==> config.mk <==
export PLATFORM = sky130hd
export DESIGN_NAME = uart_tx_cfg
export DESIGN_NICKNAME = d
export VERILOG_FILES = /design/src/rtl/uart_pkg.sv /design/src/rtl/uart_tx_cfg.sv
export SDC_FILE = /design/constraint.sdc
export NUM_CORES = 1
export LEC_CHECK = 0
export ABC_AREA = 1
export CORE_MARGIN = 2
export CORE_UTILIZATION = 28
export DETAILED_ROUTE_END_ITERATION = 8
export GPL_TIMING_DRIVEN = 1
export SYNTH_ARGS = -nofsm -noshare
export SYNTH_HDL_FRONTEND = slang
export SYNTH_SLANG_ARGS = --single-unit
==> constraint.sdc <==
create_clock -name CLOCK_TX -period 2.7 [get_ports CLOCK_TX]
set_input_delay 0.54 -clock CLOCK_TX [delete_from_list [all_inputs] [get_ports CLOCK_TX]]
set_output_delay 0.54 -clock CLOCK_TX [all_outputs]
set_load 0.005 [all_outputs]
==> src/rtl/uart_pkg.sv <==
// Shared UART definitions: FSM state encodings, parity mode codes and a
// parameter legality check used by the TX and RX blocks.
package uart_pkg;

  typedef enum logic [2:0] {
    ST_IDLE  = 3'd0,
    ST_START = 3'd1,
    ST_DATA  = 3'd2,
    ST_PAR   = 3'd3,
    ST_STOP  = 3'd4
  } uart_state_e;

  localparam int PARITY_NONE = 0;
  localparam int PARITY_ODD  = 1;
  localparam int PARITY_EVEN = 2;

  function automatic bit uart_params_legal(input int dbit, input int oversample,
                                           input int stop_bits, input int parity);
    return (dbit >= 5) && (dbit <= 9) &&
           (oversample >= 4) && (oversample <= 32) &&
           ((stop_bits == 1) || (stop_bits == 2)) &&
           (parity >= PARITY_NONE) && (parity <= PARITY_EVEN);
  endfunction

endpackage

==> src/rtl/uart_tx_cfg.sv <==
// Parametrised UART transmitter with a one-deep holding register so that
// frames can be sent back-to-back without an idle gap on the line.
module uart_tx_cfg
  import uart_pkg::*;
#(
  parameter int DBIT       = 8,
  parameter int OVERSAMPLE = 16,
  parameter int STOP_BITS  = 1,
  parameter int PARITY     = PARITY_NONE
) (
  input  logic            CLOCK_TX,
  input  logic            RESET,
  input  logic            s_tick,
  input  logic            SEND,
  input  logic [DBIT-1:0] TX_DATA,
  output logic            TX_READY,
  output logic            NINTO,
  output logic            TX_DONE,
  output logic            SO
);

  localparam int TW = $clog2(OVERSAMPLE);
  localparam int BW = $clog2(DBIT);
  localparam logic [TW-1:0] TICK_LAST = TW'(OVERSAMPLE - 1);
  localparam logic [BW-1:0] BIT_LAST  = BW'(DBIT - 1);
  localparam logic          STOP_LAST = 1'(STOP_BITS - 1);

  if (!uart_params_legal(DBIT, OVERSAMPLE, STOP_BITS, PARITY)) begin : g_bad_params
    $error("uart_tx_cfg: illegal parameter combination");
  end

  function automatic logic frame_parity(input logic [DBIT-1:0] w);
    return (PARITY == PARITY_EVEN) ? ^w : ~^w;
  endfunction

  uart_state_e     state_q, state_d;
  logic [TW-1:0]   tick_q, tick_d;
  logic [BW-1:0]   bit_q, bit_d;
  logic            stop_q, stop_d;
  logic [DBIT-1:0] shift_q, shift_d;
  logic [DBIT-1:0] hold_q, hold_d;
  logic            hold_full_q, hold_full_d;
  logic            par_q, par_d;
  logic            so_q, so_d;
  logic            ninto_q, ninto_d;
  logic            done_q, done_d;

  logic            accept;
  logic            bit_end;
  logic [TW-1:0]   tick_adv;
  logic            start_frame;
  logic [DBIT-1:0] start_word;
  logic            hold_wr;

  assign accept   = SEND && !hold_full_q;
  assign bit_end  = s_tick && (tick_q == TICK_LAST);
  assign tick_adv = bit_end ? '0 : (s_tick ? tick_q + TW'(1) : tick_q);

  always_comb begin
    state_d     = state_q;
    tick_d      = tick_q;
    bit_d       = bit_q;
    stop_d      = stop_q;
    shift_d     = shift_q;
    hold_d      = hold_q;
    hold_full_d = hold_full_q;
    par_d       = par_q;
    done_d      = 1'b0;
    start_frame = 1'b0;
    start_word  = TX_DATA;
    hold_wr     = 1'b0;

    case (state_q)
      ST_IDLE: begin
        // s_tick is deliberately ignored here; the counter restarts on load
        start_frame = accept;
      end
      ST_START: begin
        tick_d  = tick_adv;
        hold_wr = accept;
        if (bit_end) begin
          state_d = ST_DATA;
          bit_d   = '0;
        end
      end
      ST_DATA: begin
        tick_d  = tick_adv;
        hold_wr = accept;
        if (bit_end) begin
          shift_d = shift_q >> 1;
          if (bit_q == BIT_LAST) begin
            state_d = (PARITY != PARITY_NONE) ? ST_PAR : ST_STOP;
            stop_d  = 1'b0;
          end else begin
            bit_d = bit_q + BW'(1);
          end
        end
      end
      ST_PAR: begin
        tick_d  = tick_adv;
        hold_wr = accept;
        if (bit_end) begin
          state_d = ST_STOP;
          stop_d  = 1'b0;
        end
      end
      ST_STOP: begin
        tick_d = tick_adv;
        if (bit_end && (stop_q == STOP_LAST)) begin
          done_d = 1'b0 | 1'b1;
          if (hold_full_q) begin
            start_frame = 1'b1;
            start_word  = hold_q;
            hold_d      = '0;
            hold_full_d = 1'b0;
          end else if (accept) begin
            // Bypass: the word goes straight to the shifter, never via hold
            start_frame = 1'b1;
          end else begin
            state_d = ST_IDLE;
          end
        end else begin
          hold_wr = accept;
          if (bit_end) begin
            stop_d = stop_q + 1'b1;
          end
        end
      end
      default: begin
        state_d     = ST_IDLE;
        tick_d      = '0;
        bit_d       = '0;
        stop_d      = 1'b0;
        shift_d     = '0;
        hold_d      = '0;
        hold_full_d = 1'b0;
        par_d       = 1'b0;
      end
    endcase

    if (start_frame) begin
      state_d = ST_START;
      tick_d  = '0;
      bit_d   = '0;
      stop_d  = 1'b0;
      shift_d = start_word;
      par_d   = frame_parity(start_word);
    end

    if (hold_wr) begin
      hold_d      = TX_DATA;
      hold_full_d = 1'b1;
    end

    // The line level is derived from the next state so SO is a pure flop
    case (state_d)
      ST_START: so_d = 1'b0;
      ST_DATA:  so_d = shift_d[0];
      ST_PAR:   so_d = par_d;
      default:  so_d = 1'b1;
    endcase
    ninto_d = (state_d != ST_IDLE);
  end

  always_ff @(posedge CLOCK_TX) begin
    if (RESET) begin
      state_q     <= ST_IDLE;
      tick_q      <= '0;
      bit_q       <= '0;
      stop_q      <= 1'b0;
      shift_q     <= '0;
      hold_q      <= '0;
      hold_full_q <= 1'b0;
      par_q       <= 1'b0;
      so_q        <= 1'b1;
      ninto_q     <= 1'b0;
      done_q      <= 1'b0;
    end else begin
      state_q     <= state_d;
      tick_q      <= tick_d;
      bit_q       <= bit_d;
      stop_q      <= stop_d;
      shift_q     <= shift_d;
      hold_q      <= hold_d;
      hold_full_q <= hold_full_d;
      par_q       <= par_d;
      so_q        <= so_d;
      ninto_q     <= ninto_d;
      done_q      <= done_d;
    end
  end

  assign TX_READY = ~hold_full_q;
  assign NINTO    = ninto_q;
  assign TX_DONE  = done_q;
  assign SO       = so_q;

endmodule

==> flow_summary.json, run 1 <==
{
  "status": "finished clean",
  "synthesis.instances": 294,
  "n_antenna_cell": 0,
  "vias": 1807,
  "ant_nets": 0,
  "min_period_ps": 2180,
  "drt_iter0_markers": 106,
  "ys_seq_area_frac": 0.334,
  "yosysTopAreaCell": "dfxtp_1",
  "synth_cell_type_count": 33,
  "min_path_type": "register to register",
  "powerDensity_nw_per_um2": 530,
  "synthesis.area_um2": 1920,
  "dr.pass1.iters": 4,
  "grt_pass1_wl_um": 7980,
  "cts_setup_buffers": 0,
  "synth-edff-count": 0,
  "syn_nets": 309,
  "root_buffer": "clkbuf_8",
  "required_ps": 2160,
  "numCtsBuffers": 5,
  "start_util": 0.285,
  "clock_skew_ps": 4.77,
  "cts_tree": "yes",
  "setup_viol": 0,
  "drv_slew": 0,
  "p_leak_uw": 0.000999,
  "ys.flop_type": "dfxtp_1",
  "fmax_ghz": 0.459,
  "drive_above_1_share": 0.0863,
  "nets": 327,
  "hold_buffers": 0,
  "grt_use_total": 0.133,
  "hold_viol": 0,
  "synth.most_common_cell": "nand2_1",
  "path_clk_slew_ps": 70,
  "drt-total-wl_um": 4500,
  "final.period_utilization": 0.807,
  "crit_type": "register to output pin",
  "end_kind": "output pin",
  "fp.dieArea_um2": 7520,
  "via_per_inst": 4.60,
  "grt_pass1_vias": 1753,
  "synthArstFlopShare": 0,
  "setup_tns_ps": 0,
  "antenna_found_initial": 0,
  "synth_seq_cells": 32,
  "pin_count": 16,
  "tightest_slew_ps": 619,
  "synth.avg_cell_area_um2": 6.52,
  "rsz0062_at_grt": "false",
  "cp_max_fo": 20,
  "cp.arrival_ps": 1640,
  "insertion_delay_ps": 280,
  "ys_top_cells_by_area": "dfxtp_1, nand2_1, inv_1",
  "dp.final_hpwl_um": 3330,
  "clock_path_buffers": 2,
  "io_buffers": 15,
  "cap_violations": 0,
  "max_slew_margin": 0.587,
  "drc": 0,
  "wl_per_cell_um": 11.5,
  "final_core_util": 0.338,
  "crit_path_start_kind": "register",
  "gp_congestion": 0.792,
  "irDropWorstVdd_mv": 0.265,
  "grt_max_degree": 21,
  "overflow": 0,
  "ctsResizeCount": 0,
  "fp.dieH_um": 86.7,
  "fp.coreArea_um2": 6720,
  "synth_commonest_cells": "nand2_1, inv_1, nor2_1",
  "numClockSinks": 32,
  "area_delta_synth_final_pct": 18.6,
  "num_rows": 30,
  "dieWidth_um": 86.7,
  "htreeDepth": 2,
  "yosysTopAreaCellShare": 0.334,
  "yosysWarnings": 0,
  "power.total_uw": 1200
}
==> layer usage <==
| layer | vias up | part of all wire | global-route usage |
|---|---|---|---|
| li1 | 969 | - | - |
| met1 | 808 | 0.50 | 0.180 |
| met2 | 25 | 0.45 | 0.206 |
| met3 | 5 | 0.038 | 0.0314 |
| met4 | 0 | 0.011 | 0.0469 |
| met5 | - | 0 | 0 |
==> power breakdown <==
part           internal, uW  switching, uW  total, uW
clock                   326            183        508
combinational          73.8            108        182
sequential              495           18.6        514
==> cells by family after synthesis <==
| logic type | synth area share |
|---|---|
| xor gates and xnor gates | 0.0137 |
| and+or+nand+nor | 0.313 |
| adders and majority gates | 0.0196 |
| buffers and inverters | 0.124 |
| DFF | 0.334 |
| AOI/OAI and AO/OA | 0.195 |
==> layout by cell type (no fill, tap or decap), types with 2 or more instances in the layout <==
master / synthesis / routed
o22ai_1: 8 / 8
ha_1: 3 / 3
a31oi_1: 8 / 8
dfxtp_1: 32 / 32
clkbuf_8: 0 / 7
nor2_1: 41 / 41
a21oi_1: 17 / 17
a211oi_1: 3 / 3
nor3_1: 2 / 2
nor2_4: 2 / 2
nand3_2: 2 / 2
inv_1: 53 / 53
o21ai_2: 2 / 2
o211ai_2: 2 / 2
o21ai_1: 6 / 6
nand2_1: 74 / 74
nand3_1: 7 / 7
clkdlybuf4s50_1: 0 / 15
inv_2: 3 / 3
o21ai_0: 10 / 10
nand2_4: 2 / 2
xnor2_1: 2 / 2
==> stage by stage <==
| stage | hold WS (ps) | cells | area, um^2 | setup WS [ps] |
|---|---|---|---|---|
| global placement | 457 | 385 | 2150 | 260 |
| global route | 491 | 393 | 2270 | 286 |
| finish | 470 | 393 | 2270 | 522 |
| floorplan | 441 | 294 | 1920 | 941 |
| CTS | 474 | 393 | 2270 | 501 |
| detailed placement | 456 | 385 | 2150 | 232 |
==> state kept, by name (all words and copies together), names as in the netlist, 3 cells and up <==
name     count
hold_q       8
shift_q      8
tick_q       4
bit_q        3
state_q      3
==> cell type report <==
| class | count | area (um^2) |
|---|---|---|
| Fill cell | 722 | 4450 |
| Multi-Input combinational cell | 201 | 1040 |
| Tap cell | 80 | 100 |
| Clock inverter | 1 | 30.0 |
| Sequential cell | 32 | 641 |
| Clock buffer | 7 | 96.3 |
| Timing Repair Buffer | 16 | 158 |
| Inverter | 56 | 210 |
==> worst max-delay path: stages (launching register included) <==
cell,delay [ps]
dfxtp_1,720
inv_1,160
clkdlybuf4s50_1,480
==> worst paths after layout <==
path	from	endpoint	slack [ps]	cells past startpoint
setup / recovery	hold_full_q	TX_READY	520	2
setup reg to reg	state_q[2]	hold_q[5]	710	8
hold / removal	shift_q[6]	shift_q[6]	470	2
hold reg to reg	shift_q[6]	shift_q[6]	470	2
No activity file was read; power rests on OpenSTA's default activity.
==> run 2: changes to the inputs <==
- clock period: 2.7 -> 2.12 ns (I/O delays scaled with it)
==> flow_summary.json, run 2 (synthesis gave the netlist of run 1 again) <==
{
  "post-place-cells": 408,
  "io_buffers": 15,
  "hold_path_depth": 2,
  "crit_path_start_kind": "input port",
  "numCtsBuffers": 5,
  "cp.arrival_ps": 2190,
  "tightest_slew_ps": 469,
  "setup_viol": 0,
  "area_delta_synth_final_pct": 26.0,
  "layout_common_cells": "nand2_1, inv_1, nor2_1, dfxtp_1, buf_4",
  "pin_count": 16,
  "vias": 1888,
  "critPathMaxStageDelay_ps": 470,
  "instances_no_fill": 415,
  "dp.final_hpwl_um": 3450,
  "final-seq-area_um2": 642,
  "reg_top3": "hold_q (8), shift_q (8), tick_q (4)",
  "drv_slew": 0,
  "nFillCells": 700,
  "htreeDepth": 2,
  "max_slew_margin": 0.687,
  "cp_max_fo": 10,
  "cap_violations": 0,
  "clock_path_buffers": 2,
  "ant_nets": 0,
  "fp.coreArea_um2": 6720,
  "irDropWorstVdd_mv": 0.203,
  "antenna_found_initial": 0,
  "gp_congestion": 0.770,
  "drt-total-wl_um": 4460,
  "fin_ws_ps": 156,
  "r2r.worst_path.cells": 15,
  "hold-worst-slack_ps": 470,
  "path_clk_slew_ps": 60,
  "setup_tns_ps": 0,
  "start_util": 0.285,
  "status": "finished clean",
  "clock_skew_ps": 4.80,
  "end_kind": "register",
  "wl_per_cell_um": 10.8,
  "power.total_uw": 1370,
  "post-place-ws_ps": -177,
  "p_leak_uw": 0.00109,
  "grt_max_degree": 21,
  "powerDensity_nw_per_um2": 567,
  "drt_iter0_markers": 99,
  "dieWidth_um": 86.7,
  "fmax_ghz": 0.509,
  "n_antenna_cell": 0,
  "overflow": 0,
  "hold_viol": 0,
  "numClockSinks": 32,
  "nets": 350,
  "final_common_cell": "nand2_1",
  "grt_use_total": 0.132,
  "drive_above_1_share": 0.149,
  "multiInputGateArea_um2": 1040,
  "fp.dieH_um": 86.7,
  "rsz0062_at_grt": "true",
  "critPathMostFrequentCell": "nand2_1",
  "final.period_utilization": 0.926,
  "dr.pass1.iters": 4,
  "num_rows": 30,
  "fp.dieArea_um2": 7520,
  "grt_pass1_wl_um": 8000,
  "required_ps": 2350,
  "worstPathCellList": "clkdlybuf4s50_1, nand2_1, inv_2, nand2_4, nor2_8, nand2_1, nand2_1, nor2_1, nor2_1, nor2_1, nor2_1, nand2_1, nand3_2, nand3_1, nand2_1",
  "drc": 0,
  "crit_type": "input port to register",
  "insertion_delay_ps": 280,
  "grt_pass1_vias": 1842,
  "crit_path_top_delay_cell": "clkdlybuf4s50_1",
  "min_path_type": "register to register",
  "min_period_ps": 1960,
  "cts_tree": "yes",
  "root_buffer": "clkbuf_8",
  "via_per_inst": 4.55
}
-- run 2: layout make-up --
type,instances,area share
multi-input cells,201,0.431
inverters,56,0.0871
clock buffers,6,0.0301
clock inverters,1,0.00207
flip-flops and latches,32,0.266
well taps,80,0.0415
repair buffers,39,0.142
-- run 2: critical path, delay by kind of cell --
| family | cells | cell delay (ps) |
|---|---|---|
| AND/OR/NAND/NOR | 13 | 1220 |
| buffers and inverters | 2 | 540 |
-- run 2: worst paths after layout --
check | startpoint | endpoint | slack, ps
setup / recovery | s_tick | SO | 160
hold / removal | bit_q[1] | bit_q[1] | 470
setup reg to reg | tick_q[0] | SO | 190
hold reg to reg | bit_q[1] | bit_q[1] | 470
-- run 2: repair_timing --
item                       CTS  global route
hold buffers                 0             0
buffers inserted             0             0
setup endpoints to repair    0             3
resized for setup            0             2
-- run 2: metal layers --
layer | routed length, um | share of wire | global-route usage
met5 | 0 | 0 | 0
met4 | 34 | 0.0076 | 0.0540
met3 | 157 | 0.035 | 0.0324
met2 | 2030 | 0.45 | 0.218
met1 | 2250 | 0.50 | 0.165
-- run 2: through the flow --
stage	util	cell area [um^2]
2_1_floorplan	-	1920
3_3_place_gp	0.347	2330
3_5_place_dp	0.347	2330
4_1_cts	0.358	2410
5_1_grt	0.359	2410
6_report	0.359	2410
-- run 2: where the power goes --
part / internal (uW) / switching [uW] / total, uW / leakage [uW]
Sequential: 631 / 22.5 / 654 / 0.000261
Clock: 223 / 225 / 449 / 0.0000410
Combinational: 123 / 143 / 266 / 0.000791
Total: 978 / 391 / 1370 / 0.00109
